==> src/rtl/sram_axi_pkg.sv <==
// ---------------------------------------------------------------------------
// sram_axi_pkg: widths and read-master state type shared with sram_axi.
// Revision 1.0
// ---------------------------------------------------------------------------
`default_nettype none

package sram_axi_pkg;

  localparam int ADDR_W = 18;
  localparam int DATA_W = 16;

  typedef enum logic [1:0] {
    IDLE  = 2'd0,
    ISSUE = 2'd1,
    WAIT  = 2'd2
  } rd_state_t;

endpackage

`default_nettype wire

==> src/rtl/sram_stream_fifo.sv <==
// ---------------------------------------------------------------------------
// sram_stream_fifo: synchronous FIFO with occupancy count and registered storage.
// Revision 1.0
// ---------------------------------------------------------------------------
`default_nettype none

module sram_stream_fifo #(
  parameter int WIDTH = 17,
  parameter int DEPTH = 8
) (
  input  logic                       clk_i,
  input  logic                       rst_i,
  input  logic                       push_i,
  input  logic [WIDTH-1:0]           data_i,
  input  logic                       pop_i,
  output logic [WIDTH-1:0]           data_o,
  output logic [$clog2(DEPTH+1)-1:0] count_o
);

  localparam int PTR_W = $clog2(DEPTH);
  localparam int CNT_W = $clog2(DEPTH + 1);

  logic [WIDTH-1:0] mem_q [DEPTH];
  logic [PTR_W-1:0] wr_ptr_q;
  logic [PTR_W-1:0] rd_ptr_q;
  logic [CNT_W-1:0] count_q;
  logic             do_pop;

  assign do_pop = pop_i && (count_q != '0);

  always_ff @(posedge clk_i) begin
    if (rst_i) begin
      for (int i = 0; i < DEPTH; i++) mem_q[i] <= '0;
      wr_ptr_q <= '0;
      rd_ptr_q <= '0;
      count_q  <= '0;
    end else begin
      if (push_i) begin
        mem_q[wr_ptr_q] <= data_i;
        wr_ptr_q        <= wr_ptr_q + PTR_W'(1);
      end
      if (do_pop) rd_ptr_q <= rd_ptr_q + PTR_W'(1);
      if (push_i && !do_pop)      count_q <= count_q + CNT_W'(1);
      else if (!push_i && do_pop) count_q <= count_q - CNT_W'(1);
    end
  end

  assign data_o  = mem_q[rd_ptr_q];
  assign count_o = count_q;

  // Upstream credit accounting must make a push into a full FIFO impossible.
  a_no_overflow: assert property (@(posedge clk_i) disable iff (rst_i)
    !(push_i && (count_q == CNT_W'(DEPTH))));

endmodule

`default_nettype wire

==> src/rtl/sram_axi_reader.sv <==
// ---------------------------------------------------------------------------
// sram_axi_reader: credit-based sequential AXI-lite read master with stream output.
// Revision 1.0
// ---------------------------------------------------------------------------
`default_nettype none

module sram_axi_reader #(
  parameter int ADDR_W     = sram_axi_pkg::ADDR_W,
  parameter int DATA_W     = sram_axi_pkg::DATA_W,
  parameter int FIFO_DEPTH = 8,
  parameter int MAX_OUTST  = 4
) (
  input  logic              a_clk,
  input  logic              a_rst,
  input  logic              cmd_valid,
  output logic              cmd_ready,
  input  logic [ADDR_W-1:0] cmd_addr,
  input  logic [ADDR_W-1:0] cmd_len,
  output logic              ar_valid,
  input  logic              ar_ready,
  output logic [ADDR_W-1:0] ar_addr,
  output logic              ar_prot,
  input  logic              r_valid,
  output logic              r_ready,
  input  logic [DATA_W-1:0] r_data,
  input  logic              r_resp,
  output logic              o_valid,
  input  logic              o_ready,
  output logic [DATA_W-1:0] o_data,
  output logic              o_last,
  output logic              busy,
  output logic              err
);

  import sram_axi_pkg::*;

  localparam int OUT_W = $clog2(MAX_OUTST + 1);
  localparam int CNT_W = $clog2(FIFO_DEPTH + 1);

  rd_state_t         state_q, state_d;
  logic [ADDR_W-1:0] ar_addr_q, ar_addr_d;
  logic [ADDR_W-1:0] to_issue_q, to_issue_d;
  logic [ADDR_W-1:0] to_recv_q, to_recv_d;
  logic [OUT_W-1:0]  outst_q, outst_d;
  logic              ar_valid_q, ar_valid_d;
  logic              err_q, err_d;

  logic [CNT_W-1:0]  fifo_count;
  logic [CNT_W-1:0]  count_d;
  logic [DATA_W:0]   fifo_rd;
  logic              push, pop, ar_hs, fifo_valid;

  assign ar_hs      = ar_valid_q && ar_ready;
  // Beats arriving with nothing outstanding are stale (e.g. issued before a reset).
  assign push       = r_valid && (outst_q != '0);
  assign fifo_valid = (fifo_count != '0);
  assign pop        = fifo_valid && o_ready;

  sram_stream_fifo #(
    .WIDTH (DATA_W + 1),
    .DEPTH (FIFO_DEPTH)
  ) u_fifo (
    .clk_i   (a_clk),
    .rst_i   (a_rst),
    .push_i  (push),
    .data_i  ({r_data, (to_recv_q == ADDR_W'(1))}),
    .pop_i   (pop),
    .data_o  (fifo_rd),
    .count_o (fifo_count)
  );

  always_comb begin
    state_d    = state_q;
    ar_addr_d  = ar_addr_q;
    to_issue_d = to_issue_q;
    to_recv_d  = to_recv_q;
    outst_d    = outst_q;
    err_d      = err_q;
    ar_valid_d = 1'b0;

    count_d = fifo_count;
    if (push && !pop)      count_d = fifo_count + CNT_W'(1);
    else if (!push && pop) count_d = fifo_count - CNT_W'(1);

    if (state_q == IDLE) begin
      if (cmd_valid) begin
        ar_addr_d  = cmd_addr;
        to_issue_d = cmd_len;
        to_recv_d  = cmd_len;
        err_d      = 1'b0;
        if (cmd_len != '0) begin
          state_d    = ISSUE;
          ar_valid_d = 1'b1;
        end
      end
    end else begin
      if (ar_hs) begin
        ar_addr_d  = ar_addr_q + ADDR_W'(1);
        to_issue_d = to_issue_q - ADDR_W'(1);
      end
      if (push) begin
        to_recv_d = to_recv_q - ADDR_W'(1);
        if (r_resp) err_d = 1'b1;
      end
      case ({ar_hs, push})
        2'b10:   outst_d = outst_q + OUT_W'(1);
        2'b01:   outst_d = outst_q - OUT_W'(1);
        default: outst_d = outst_q;
      endcase

      if (state_q == ISSUE) begin
        if (ar_hs && (to_issue_q == ADDR_W'(1))) state_d = WAIT;
        // Credit check on next-cycle values keeps ar_valid registered yet one AR per cycle.
        if (ar_valid_q && !ar_ready) begin
          ar_valid_d = 1'b1;
        end else if ((to_issue_d != '0) && (int'(outst_d) < MAX_OUTST) &&
                     (int'(count_d) + int'(outst_d) < FIFO_DEPTH)) begin
          ar_valid_d = 1'b1;
        end
      end

      if (pop && fifo_rd[0]) state_d = IDLE;
    end
  end

  always_ff @(posedge a_clk) begin
    if (a_rst) begin
      state_q    <= IDLE;
      ar_addr_q  <= '0;
      to_issue_q <= '0;
      to_recv_q  <= '0;
      outst_q    <= '0;
      ar_valid_q <= 1'b0;
      err_q      <= 1'b0;
    end else begin
      state_q    <= state_d;
      ar_addr_q  <= ar_addr_d;
      to_issue_q <= to_issue_d;
      to_recv_q  <= to_recv_d;
      outst_q    <= outst_d;
      ar_valid_q <= ar_valid_d;
      err_q      <= err_d;
    end
  end

  assign cmd_ready = (state_q == IDLE);
  assign busy      = (state_q != IDLE);
  assign ar_valid  = ar_valid_q;
  assign ar_addr   = ar_addr_q;
  assign ar_prot   = 1'b0;
  assign r_ready   = 1'b1;
  assign o_valid   = fifo_valid;
  assign o_data    = fifo_rd[DATA_W:1];
  assign o_last    = fifo_rd[0];
  assign err       = err_q;

endmodule

`default_nettype wire
==> config.mk <==
export PLATFORM = sky130hd
export DESIGN_NAME = sram_axi_reader
export DESIGN_NICKNAME = d
export VERILOG_FILES = /design/src/rtl/sram_axi_pkg.sv /design/src/rtl/sram_stream_fifo.sv /design/src/rtl/sram_axi_reader.sv
export SDC_FILE = /design/constraint.sdc
export NUM_CORES = 1
export LEC_CHECK = 0
export ABC_CLOCK_PERIOD_IN_PS = 4700
export BUFFER_PORTS_ARGS = -buffer_cell sky130_fd_sc_hd__buf_2
export CORE_MARGIN = 2
export CORE_UTILIZATION = 35
export CTS_BUF_LIST = sky130_fd_sc_hd__clkbuf_16
export DETAILED_ROUTE_END_ITERATION = 8
export MAX_ROUTING_LAYER = met4
export SYNTH_ARGS = -nofsm -noshare
export SYNTH_HDL_FRONTEND = slang
export SYNTH_SLANG_ARGS = --single-unit
export TNS_END_PERCENT = 100
==> constraint.sdc <==
create_clock -name a_clk -period 4.7 [get_ports a_clk]
set_input_delay 0.235 -clock a_clk [delete_from_list [all_inputs] [get_ports a_clk]]
set_output_delay 0.235 -clock a_clk [all_outputs]
set_load 0.01 [all_outputs]
==> impl_results.md <==
* Number of DRC markers in iteration 0 at 573
* Antenna violations before repair at 2
* CTS max path bufs at 3
* Worst R2R Setup Slack at 1.29 ns
* Post-synth top flop: edfxtp_1
* Critical-path cell list: o31ai_2 > buf_4 > inv_1 > buf_4 > ha_1 > fa_1 > xnor2_1 > nor2_1 > xor2_1 > ha_1 > or4b_2 > a211oi_1 > a41o_1
* CP arrival at 3.88 ns
* CP peak stage delay at 0.62 ns
* Final period utilization at 72.5%
* Gate Count Post-Synth at 955
* Final Hold Fails at 0
* I/O Buffers at 98
* Mapped cell area at 10600 sq um
* Relative slew slack at 23.7%
* VDD IR max at 264 uV
* CTS tree: done
* Initial Util at 35.6%
* H-tree Lvls at 1
* Area occupied by multi-input gates at 4740 sq um
* Clk sink count at 210
* Row count at 63
* Top-area cell type share of the netlist area at 38.6%
* CP Class: register to register
* Mapped Avg Cell Area at 11.1 sq um
* Reg2reg end: ar_valid
* Filler Cell Count at 2862
* Max cap viols at 0
* Via Count at 7844
* Die width at 178 um
* Vias/cell at 5.41
* Synth-to-layout area growth at 16.5%
* Critical path peak fanout at 14
* First-pass GRT wire length at 42.6 mm
* Final setup fails at 0
* Fin. max-slew vios at 0
* Global route overflow at 0
* Worst EP required at 5.17 ns
* DR WL/cell at 18.5 um
* Routed Antenna Nets at 0
* Reg clk slew, reported paths at 0.06 ns
* Seq/Total Area, Yosys at 52.6%
* Vias in the first global route at 7535
* Worst Hold Path EP: to_issue_q[11]
* Reg-to-Reg Start: outst_q[0]
* Final worst setup slack at 1.29 ns
* Worst hold start: cmd_len[11]
* Dpl ws at 1.30 ns
* Synth area leaders: edfxtp_1 39%, dfxtp_1 14%, and2_1 7.8%
* Reg2Reg Depth at 13
* Die footprint at 31600 sq um
* Layout cell share with drive strength beyond 1 at 21.2%
* Yosys cell types at 72
* Worst-Margin Slew at 1.13 ns
* Gpl congestion at 0.864
* Total GRT Usage at 17.6%
* Largest net degree at the start of global routing at 65
* Synth Net Count at 1028
* Worst-Skew Late Latency at 0.53 ns
* Die H at 178 um
* #FFs+latches synth at 210
* Drt drc at 0
* Fin crit period at 3.41 ns
* Resized Gates After CTS at 0
* RSZ-0062 raised after global routing: no
* Setup bufs post-CTS at 0
* Design Power at 5250 uW
* Crit end category: register
* Power Dens Cells at 426 nW/um^2
* Flip-flop and latch area at 5570 sq um
* Setup TNS at 0 ns
* Outcome: complete, no violations
* Nets at 1113
* Num CTS Buffers at 25
* Util after Layout at 41.5%
* First-pass DRT Iterations at 5
* Root buf cell: clkbuf_16
* Asr flop ratio synth at 0%
* Critical path's slowest cell: or4b_2
* Total core area at 29700 sq um
* Hold Crit Class: primary input to register
* Achievable Freq at 293 MHz
* Clock skew at 0.00833 ns
* Yosys top cell by area: edfxtp_1
* Num ports at 101
* Cell leakage power at 0.00460 uW
* Final WL at 26.8 mm
* DP Cell Count at 1397
* WHS Path Cells at 3
* Synth warn at 0
* CP Launch Type: register
* Post-synth EDFFs at 136
* DP HPWL at 16.9 mm
* Post-Layout Cell Count at 1450
==> worst max-delay path by stage <==
stage                     from        to  slack [ns]  depth (start not counted)
floorplan           outst_q[0]  ar_valid        1.21                         12
global route          ar_valid  ar_valid        1.05                         11
finish              outst_q[0]  ar_valid        1.29                         13
global placement    outst_q[2]  ar_valid        1.35                         13
detailed placement  outst_q[0]  ar_valid        1.30                         13
CTS                 outst_q[0]  ar_valid        1.27                         13
==> per-layer routing <==
layer	track usage [%]	wire, um
met1	24.3	12200
met2	28.2	12900
met3	2.19	1300
met4	3.35	377
met5	-	0
==> placed cells by master, fill, tap and decap left out, drive strengths merged, types with 25 or more instances in the layout <==
cell type,n
o21ai,37
mux4,34
nand2,58
dfxtp,74
nor2,74
edfxtp,136
buf,115
a21oi,42
nor3,38
and2,132
clkbuf,25
==> through the flow <==
step	hold slack (ns)	cell area, sq um
2_1_floorplan	0.385	10600
3_3_place_gp	0.457	11500
3_5_place_dp	0.462	11500
4_1_cts	0.00463	12300
5_1_grt	0.0266	12300
6_report	0.0183	12300
==> cells by family (layout without fill, tap and decap cells) <==
group | after synthesis | count (layout) | share of synthesized area (%)
other | 2 | 3 | 0.0710
buffers and inverters | 77 | 181 | 2.82
adder cells (fa/ha/maj) | 14 | 14 | 1.73
AO/OA/AOI/OAI | 165 | 165 | 10.2
flip-flops | 210 | 210 | 52.6
multiplexers | 60 | 60 | 9.92
XOR/XNOR | 21 | 21 | 1.74
AND/OR/NAND/NOR | 406 | 406 | 20.8
==> worst max-delay path: cells and delay by family (launching register included) <==
family	cells	cell delay (ns)
fa+ha+maj	3	0.83
buf+inv	3	0.44
flops	1	0.36
simple gates	2	0.69
xor+xnor	2	0.37
compound gates	3	0.66
==> area by class of cell <==
cell class                 count  share of cell area, %
clock inverter                21                   1.34
tap                          390                   3.96
antenna                        1                 0.0203
multi-input combinational    668                   38.5
timing repair buffer         121                   5.51
sequential                   210                   45.2
clock buffer                  25                   5.08
inverter                      14                  0.427
==> power by group <==
group          switching, uW  total, uW  internal, uW
clock network            768       1850          1080
logic                    596       1140           541
registers                169       2260          2090
total                   1530       5250          3710
==> timing repair <==
item / CTS / global route
endpoints found under the hold margin: 6 / 0
endpoints found under the setup margin: 0 / 0
hold buffers: 6 / 0
==> state kept, by name (all words and copies together) (netlist names), named ones only <==
signal,cells
ar_addr,18
ar_valid,1
err,1
outst_q,3
state_q,2
to_issue_q,18
to_recv_q,18
u_fifo.count_o,4
u_fifo.mem_q,136
u_fifo.rd_ptr_q,3
u_fifo.wr_ptr_q,3
==> cell usage after synthesis (all sizes together), types with 11 or more instances <==
| library cell | count |
|---|---|
| a21oi | 42 |
| inv | 12 |
| or3 | 13 |
| ha | 13 |
| nand2 | 58 |
| o21ai | 37 |
| clkbuf | 52 |
| edfxtp | 136 |
| buf | 11 |
| dfxtp | 74 |
| nor3 | 38 |
| nor4 | 18 |
| nor2 | 74 |
| xnor2 | 11 |
| mux2 | 18 |
| a211oi | 15 |
| nand3 | 19 |
| and2 | 132 |
| mux4 | 34 |
Power figures use the tool's default switching activity.
